`src/rtl/unum4_arb_pkg.sv`:
```
// Shared constants and types for the unum4 FPU arbiter.
package unum4_arb_pkg;

  // FPU opcodes; the arbiter forwards them untouched
  localparam logic [1:0] OP_ADD = 2'd0;
  localparam logic [1:0] OP_SUB = 2'd1;
  localparam logic [1:0] OP_DIV = 2'd2;
  localparam logic [1:0] OP_MUL = 2'd3;

  // Arbiter control states
  typedef enum logic [1:0] {IDLE, ISSUE, WAIT, RESP} arb_state_e;

  // Bit positions inside resp_flags
  localparam int FLG_OVF = 0;
  localparam int FLG_UNF = 1;
  localparam int FLG_DBZ = 2;
  localparam int FLG_ERR = 3;

endpackage

```
`src/rtl/unum4_rr_arb.sv`:
```
// Combinational round-robin picker: first set request at or after ptr, with wrap.
module unum4_rr_arb #(
  parameter int N_REQ = 4,
  parameter int ID_W  = 2
) (
  input  logic [N_REQ-1:0] req,
  input  logic [ID_W-1:0]  ptr,
  output logic [N_REQ-1:0] gnt,
  output logic [ID_W-1:0]  gnt_idx,
  output logic             found
);

  // Walk N_REQ positions starting at ptr; the first hit wins
  always_comb begin
    gnt     = '0;
    gnt_idx = '0;
    found   = 1'b0;
    for (int k = 0; k < N_REQ; k++) begin
      if (!found && req[(int'(ptr) + k) % N_REQ]) begin
        found                         = 1'b1;
        gnt[(int'(ptr) + k) % N_REQ]  = 1'b1;
        gnt_idx                       = ID_W'((int'(ptr) + k) % N_REQ);
      end
    end
  end

endmodule

```
`src/rtl/unum4_fpu_arbiter.sv`:
```
// Round-robin sharing of one unum4 FPU among N_REQ requesters, one op in flight.
// Optional watchdog in WAIT: define UNUM4_ARB_TIMEOUT_EN.
module unum4_fpu_arbiter
  import unum4_arb_pkg::*;
#(
  parameter int N_REQ       = 4,
  parameter int DATA_W      = 32,
  parameter int OPCODE_W    = 2,
  parameter int ID_W        = 2,
  parameter int TIMEOUT_CYC = 255
) (
  input  logic                               clk,
  input  logic                               rst,
  input  logic [N_REQ-1:0]                   req_valid,
  output logic [N_REQ-1:0]                   req_ready,
  input  logic [N_REQ-1:0][DATA_W-1:0]       req_in0,
  input  logic [N_REQ-1:0][DATA_W-1:0]       req_in1,
  input  logic [N_REQ-1:0][OPCODE_W-1:0]     req_op,
  output logic [N_REQ-1:0]                   resp_valid,
  output logic [DATA_W-1:0]                  resp_data,
  output logic [3:0]                         resp_flags,
  output logic                               busy,
  output logic                               fpu_run,
  output logic [DATA_W-1:0]                  fpu_in0,
  output logic [DATA_W-1:0]                  fpu_in1,
  output logic [OPCODE_W-1:0]                fpu_op,
  input  logic [DATA_W-1:0]                  fpu_out,
  input  logic                               fpu_done,
  input  logic                               fpu_overflow,
  input  logic                               fpu_underflow,
  input  logic                               fpu_div_by_zero
);

  arb_state_e        state, state_nxt;
  logic [ID_W-1:0]   ptr, gnt_idx, pick_idx;
  logic [N_REQ-1:0]  pick_oh;
  logic              pick_any;
  logic [DATA_W-1:0] res_data;
  logic [3:0]        res_flags, done_flags;
  logic              tmo_hit;

  unum4_rr_arb #(.N_REQ(N_REQ), .ID_W(ID_W)) u_rr (
    .req     (req_valid),
    .ptr     (ptr),
    .gnt     (pick_oh),
    .gnt_idx (pick_idx),
    .found   (pick_any)
  );

`ifdef UNUM4_ARB_TIMEOUT_EN
  localparam int TW = $clog2(TIMEOUT_CYC + 1);
  logic [TW-1:0] tmo_cnt;

  // Cycles spent in WAIT for the current op; cleared everywhere else
  always_ff @(posedge clk) begin
    if (!rst)               tmo_cnt <= '0;
    else if (state == WAIT) tmo_cnt <= tmo_cnt + 1'b1;
    else                    tmo_cnt <= '0;
  end

  assign tmo_hit = (state == WAIT) && !fpu_done && (tmo_cnt == TW'(TIMEOUT_CYC - 1));
`else
  // Watchdog compiled out: this term is constant false
  assign tmo_hit = (TIMEOUT_CYC < 0);
`endif

  // Pack FPU status into the response flag layout; err only comes from the watchdog
  always_comb begin
    done_flags          = '0;
    done_flags[FLG_OVF] = fpu_overflow;
    done_flags[FLG_UNF] = fpu_underflow;
    done_flags[FLG_DBZ] = fpu_div_by_zero;
  end

  // State register
  always_ff @(posedge clk) begin
    if (!rst) state <= IDLE;
    else      state <= state_nxt;
  end

  // Next state and per-state strobes; done outside WAIT is ignored
  always_comb begin
    state_nxt  = state;
    req_ready  = '0;
    fpu_run    = 1'b0;
    resp_valid = '0;
    busy       = (state != IDLE);
    case (state)
      IDLE:  if (pick_any && rst) begin
               req_ready = pick_oh;
               state_nxt = ISSUE;
             end
      ISSUE: begin
               fpu_run   = 1'b1;
               state_nxt = WAIT;
             end
      WAIT:  if (fpu_done || tmo_hit) state_nxt = RESP;
      RESP:  begin
               resp_valid = N_REQ'(1) << gnt_idx;
               state_nxt  = IDLE;
             end
      default: state_nxt = IDLE;
    endcase
  end

  // Operand capture on grant, result capture on done/timeout, pointer advance on response
  always_ff @(posedge clk) begin
    if (!rst) begin
      ptr       <= '0;
      gnt_idx   <= '0;
      fpu_in0   <= '0;
      fpu_in1   <= '0;
      fpu_op    <= '0;
      res_data  <= '0;
      res_flags <= '0;
    end else begin
      case (state)
        IDLE: if (pick_any) begin
                gnt_idx <= pick_idx;
                fpu_in0 <= req_in0[pick_idx];
                fpu_in1 <= req_in1[pick_idx];
                fpu_op  <= req_op[pick_idx];
              end
        WAIT: if (fpu_done) begin
                res_data  <= fpu_out;
                res_flags <= done_flags;
              end else if (tmo_hit) begin
                res_data  <= '0;
                res_flags <= 4'b1000;
              end
        RESP: ptr <= (gnt_idx == ID_W'(N_REQ - 1)) ? '0 : gnt_idx + 1'b1;
        default: ;
      endcase
    end
  end

  assign resp_data  = res_data;
  assign resp_flags = res_flags;

endmodule
```
`config.mk`:
```
export PLATFORM = sky130hd
export DESIGN_NAME = unum4_fpu_arbiter
export DESIGN_NICKNAME = d
export VERILOG_FILES = /design/src/rtl/unum4_arb_pkg.sv /design/src/rtl/unum4_rr_arb.sv /design/src/rtl/unum4_fpu_arbiter.sv
export SDC_FILE = /design/constraint.sdc
export NUM_CORES = 1
export LEC_CHECK = 0
export CELL_PAD_IN_SITES_DETAIL_PLACEMENT = 1
export CELL_PAD_IN_SITES_GLOBAL_PLACEMENT = 2
export CORE_ASPECT_RATIO = 1.5
export CORE_MARGIN = 2
export CORE_UTILIZATION = 17
export DETAILED_ROUTE_END_ITERATION = 8
export PLACE_DENSITY = 0.86
export SLEW_MARGIN = 20
export SYNTH_ARGS = -nofsm -noshare
export SYNTH_HDL_FRONTEND = slang
export SYNTH_SLANG_ARGS = --single-unit
```
`constraint.sdc`:
```
create_clock -name clk -period 3 [get_ports clk]
set_input_delay 0.9 -clock clk [delete_from_list [all_inputs] [get_ports clk]]
set_output_delay 0.9 -clock clk [all_outputs]
set_load 0.03 [all_outputs]
```
### Word-level counts from Yosys, hierarchy flattened

Cells that the tools add are included.

| storage, ports and cells | value |
|---|---|
| logic and storage cells | 98 |
| input bits | 306 |
| flip-flop bits (word level) | 107 |

| cells by class | value |
|---|---|
| bitwise logic cells | 6 |
| add/subtract/negate cells | 4 |
| order comparisons | 9 |
| muxes and demuxes | 45 |
| shifts and indexed selects | 1 |
| reduce and logical (&&, ||, !) cells | 19 |
| equal/unequal tests | 6 |

Operator list:

| operator | number |
|---|---|
| 32-bit binary-select mux with 2-bit select | 2 |
| 32-bit two-way mux | 2 |
| 4-bit two-way mux | 7 |
| 1-bit two-way mux | 16 |
| 2-bit two-way mux | 8 |
| 3-bit by 4-bit less-than comparator with 1-bit output, second input constant | 3 |
| 4-bit OR | 3 |
| 3-bit by 1-bit >= comparator with 1-bit output, second input constant | 3 |
| 1-bit binary-select mux with 2-bit select | 4 |
| 1-bit demux with 2-bit select | 4 |
| 1-bit logical AND | 8 |
| 2-bit one-hot mux with 4 select lines | 1 |
| 2-bit equality test, second input constant | 3 |
| 2-bit by 3-bit less-than comparator with 1-bit output, second input constant | 2 |
| 2-bit AND reduction | 3 |
| 2-bit OR reduction | 3 |
| 2-bit by 1-bit adder with 2-bit output, second input constant | 2 |
| 2-bit adder, second input constant | 2 |
| 2-bit binary-select mux with 2-bit select | 1 |
| 2-bit != test, second input constant | 2 |
| 1-bit by 2-bit << shifter with 4-bit output, first input constant | 1 |
| 1-bit AND, first input constant | 3 |
| 1-bit logical NOT | 3 |
| 2-bit by 1-bit equality test with 1-bit output, second input constant | 1 |
| other kinds (3) | 3 |

### Longest topological paths before layout

Gate-level depths: netlist of run 1.

| logic depth | value |
|---|---|
| depth after elaboration | 17 |
| mapped depth | 12 |
| gate-level depth less buffers | 8 |

### Hierarchy

A second synthesis of run 1 with hierarchy kept.

| unflattened totals | value |
|---|---|
| cells, all modules | 619 |
| area total of the unflattened synthesis | 5813.1 µm² |

Modules (own cells, without submodules):

| module | area an instance (µm²) | cells each | instances |
|---|---|---|---|
| unum4_fpu_arbiter | 5390.2 | 574 | 1 |
| unum4_rr_arb | 422.9 | 45 | 1 |

### Least setup slack after synthesis of run 1

OpenSTA, ideal clock, no wires.

| path | value |
|---|---|
| path kind | in2out |
| from | in req_valid[2] |
| to | out req_ready[3] |
| setup slack | -0.332 ns |
| data arrival time | 2.432 ns |
| required time | 2.100 ns |
| buffers on the path | 1 |
| stages | 7 |
| cell sequence | buf_2 mux4_2 nor2b_2 a22oi_1 nor2_1 a221oi_1 nor2_1 |

| on the way | value |
|---|---|
| cells in the longest elaborated chain, start to end | 15 |
| elaborated cells between the ends (all ways) | 31 |

RTL lines:

| item | RTL line | source |
|---|---|---|
| from (decl) | unum4_fpu_arbiter.sv:14 | `input logic [N_REQ-1:0] req_valid,` |
| 1-bit binary-select mux with 2-bit select | unum4_rr_arb.sv:19 | `if (!found && req[(int'(ptr) + k) % N_REQ]) begin` |
| 1-bit two-way mux (not written as such) | unum4_rr_arb.sv:19 |  |
| 1-bit two-way mux | unum4_rr_arb.sv:19 |  |
| 1-bit logical NOT | unum4_rr_arb.sv:19 |  |
| 1-bit logical AND | unum4_rr_arb.sv:19 |  |
| 1-bit two-way mux | unum4_rr_arb.sv:19 |  |
| 1-bit logical NOT | unum4_rr_arb.sv:19 |  |
| 1-bit logical AND | unum4_rr_arb.sv:19 |  |
| 1-bit two-way mux | unum4_rr_arb.sv:19 |  |
| 1-bit logical NOT | unum4_rr_arb.sv:19 |  |
| 1-bit logical AND | unum4_rr_arb.sv:19 |  |
| 1-bit two-way mux | unum4_rr_arb.sv:19 |  |
| 1-bit logical AND | unum4_fpu_arbiter.sv:89 | `IDLE: if (pick_any && rst) begin` |
| 4-bit two-way mux (*) | unum4_fpu_arbiter.sv:89 |  |
| 4-bit two-way mux (*) | unum4_fpu_arbiter.sv:88 | `case (state)` |
| to (decl) | unum4_fpu_arbiter.sv:15 | `output logic [N_REQ-1:0] req_ready,` |

Every way passes the cells marked *; elsewhere a longest branch is shown, timed or not. The select of a mux whose other input is x is not followed.

### Worst setup path after layout of run 1

| path | value |
|---|---|
| from | in req_valid[2] |
| to | out req_ready[0] |

Same word-level chain as after synthesis.

==> results of run 1 <==
-- layer usage --
metal  global-route usage, %  wire length, µm
met5                       0                0
met4                   5.706              879
met3                   4.954             2110
met2                   30.30            16410
met1                   15.71            11460
-- what timing repair did --
| action | CTS | global route |
|---|---|---|
| pin swaps | 12 | 5 |
| buffers inserted | 4 | 3 |
| gates resized for setup | 39 | 24 |
| endpoints found under the setup margin | 70 | 6 |
| gates cloned | 0 | 1 |
-- cell usage in the layout (no fill, tap or decap), types with 3 or more instances in the layout --
master           instances
mux4_2                   3
buf_4                   55
ha_1                    14
nor2_4                   5
buf_6                    6
clkbuf_8                 3
and2_1                   6
inv_1                    5
nor2_2                   4
and3_1                  51
clkdlybuf4s50_1        407
nand2_1                 87
mux2i_2                  6
nand3_1                  4
nor2_1                   5
a211oi_1                87
o221ai_1                15
mux2i_1                 76
clkbuf_16               10
dfxtp_1                105
a221oi_4                 4
a21boi_0                35
o21ai_0                 53
nor2b_1                  6
buf_12                  16
a211oi_2                15
-- layout make-up --
type | instances | area (µm²)
clock buffer | 12 | 266.5
clock inverter | 3 | 46.29
multi-input combinational | 510 | 3889
fill | 4225 | 24010
sequential | 107 | 2145
inverter | 7 | 28.78
tap | 478 | 598.1
timing repair buffer | 489 | 4962
-- stage by stage --
| stage | power, W | hold slack (ps) | utilization [%] | worst slack [ps] |
|---|---|---|---|---|
| 2_1_floorplan | 0.004903 | 547.7 | - | -86.22 |
| 6_report | 0.008660 | 462.9 | 33.20 | -302.8 |
| 4_1_cts | 0.008685 | 467.2 | 32.74 | -304.4 |
| 5_1_grt | 0.009169 | 490.2 | 33.20 | -357.4 |
| 3_5_place_dp | 0.007266 | 456.7 | 31.56 | -943.9 |
| 3_3_place_gp | 0.007176 | 446.2 | 31.56 | -898.6 |
-- kinds of logic after synthesis --
group | Yosys count | synth area share, %
AO/OA/AOI/OAI | 225 | 26.21
buffers and inverters | 77 | 7.051
flip-flops | 107 | 34.49
adder cells (fa/ha/maj) | 15 | 3.022
other | 1 | 0.06038
AND/OR/NAND/NOR | 183 | 14.71
multiplexers | 86 | 14.46
-- path summary, 6_finish.rpt --
kind | from | to | slack [ps]
setup / recovery | req_valid[2] | req_ready[0] | -300
hold / removal | resp_data[9] | resp_data[9] | 460
setup reg to reg | ptr[0] | fpu_in0[18] | 40
hold reg to reg | resp_data[9] | resp_data[9] | 460
-- registers in the layout (all words and copies together), names as in the netlist --
register and cells:
fpu_op 2, gnt_idx 2, resp_flags 3, resp_data 32, ptr 2, fpu_in0 32, state 2, fpu_in1 32
-- worst max-delay path: stages --
cell and delay [ps]:
buf_8 100, mux4_2 570, buf_6 160, a22oi_2 170, nor2_2 70, a221oi_4 230, nor2_4 60, buf_12 140
-- power by group through the flow --
stage	sequential [W]	clock [W]	combinational [W]
after detailed placement	0.00216	0	0.00510
final	0.00214	0.00132	0.00521
after CTS	0.00214	0.00138	0.00516
after floorplan	0.00301	0	0.00189
after global routing	0.00220	0.00143	0.00555
after global placement	0.00215	0	0.00503
-- cell usage after synthesis (all sizes together), types with 4 or more instances --
cell | count | area [µm²]
clkbuf | 46 | 172.7
and3 | 51 | 319.1
nand2 | 88 | 346.6
o221ai | 15 | 131.4
nor2 | 14 | 52.55
o21ai | 55 | 279.0
a221oi | 4 | 35.03
a22oi | 4 | 30.03
nor2b | 7 | 46.30
and2 | 7 | 43.79
nand3 | 4 | 20.02
ha | 15 | 187.7
dfxtp | 107 | 2142
a21boi | 35 | 262.8
buf | 24 | 239.0
inv | 7 | 26.28
mux2i | 83 | 830.8
a211oi | 102 | 810.8
==> results by group, run 1 <==
Run status
  – Status: complete, but fails checks
  – Failing checks: setup timing

Timing
  – Setup repair after global routing missed its margin: yes
  – Final worst slack: -302.8 ps
  – Fmax: 0.3028 GHz
  – Worst-margin pin slew: 557.0 ps
  – Final hold vios: 0
  – Minimum clock period: 3303 ps
  – Slew Viols, Final: 0
  – Setup violators final: 12
  – Total negative setup slack: -1235 ps
  – Max_slew headroom: 62.87%
  – Final Skew: 13.85 ps
  – Final critical-path share of the clock period: 110.1%

Logic synthesis
  – Async S/R FF share, synth: 0%
  – Yosys warnings: 0
  – Syn Area/Cell: around 8.9 µm²
  – Cell Area, Synth: 0.006211 mm²
  – Post-synth EDFFs: 0
  – Synthesized flop and latch total: 107
  – Synth Instances: 694
  – Seq/Total Area, Yosys: 34.49%
  – Net count after synthesis: 1,015
  – Synth Flop Type: dfxtp_1
  – Distinct cells, synth: 46

Critical path
  – Worst Path Arrival: between 2000 and 2500 ps
  – Setup CP Type: input port to output port
  – CP required: 2100 ps
  – Setup crit start kind: input port
  – Critical Path Fanout Max: 5
  – Nature of the critical path endpoint: output port
  – R2R cell count: 11

Detailed routing
  – DR vias: 7,181
  – Vias per Instance: 4.471
  – 1st-pass router iterations: 4
  – Detailed Route Iter0 Violations: 239
  – DR DRC count: 0
  – Final WL: between 30,000 and 40,000 µm
  – Post-route ant nets: 0
  – Drt wl/cell: slightly below 20 µm

Power
  – Sw Pwr: 0.003733 W
  – Comb pwr share: between 60% and 70%
  – Sw Ratio: 43.10%
  – Clock power frac: 15.2%
  – Max IR drop VDD: 0.2898 mV
  – Pwr dens: 725.6 mW/mm²
  – Sequential share of power: between 20% and 30%
  – Int Pwr: 0.004927 W
  – Leakage dissipation: 4.316 nW

Final layout
  – Total Nets Final: 1,445
  – Fin cells: 1,606
  – Final Cell Area: 0.01194 mm²
  – Antenna cells: 0
  – Share of layout cells above drive strength 1: 13.56%
  – Area delta synth->final: 92.16%

Placed design
  – Placed cells: 1,583
  – Placement-stage cell area: 0.01134 mm²
  – Detailed Place HPWL: 23,750 µm
  – Port Buffers: about 420
  – Routability Congestion: 0.8184

Clocking
  – Clk sinks: 107
  – Clk buf depth: 2
  – Clock transition at path regs: 70 ps
  – Clk Latency, worst-skew pair: 380 ps
  – CTS buffer count: 9
  – Hold-fix buffers, CTS: 0
  – CTS tree: done
  – Clock Tree Root: clkbuf_16
  – H-Tree Depth: 3

Global routing
  – First-pass GRT wire length: 46,050 µm
  – Vias in the first global route: 7,834
  – Aggregate global routing overflow: 0
  – Largest net degree at the start of global routing: 53
  – Initial antenna violation count: 0
  – Tot GR Track Use: 15.73%

Die
  – # rows: 85
  – Chip Height: about 240 µm
  – Initial Util: 17.28%
  – Die width: ~160 µm
  – Core area: 0.03595 mm²
  – Ports: 418
  – Area of the die: 0.03811 mm²

Job
  – MaxCap Viol Count: 0

Hold path
  – Hold-critical path depth: 2
  – Hold/Removal Path Class: flip-flop to flip-flop
(Power assumes the default switching activity.)
==> run 2: changes to the inputs <==
HOLD_SLACK_MARGIN = 0.03   (was default)
==> results of run 2 <==
Same layout as run 1: the final DEF is identical, and so are final timing and power.
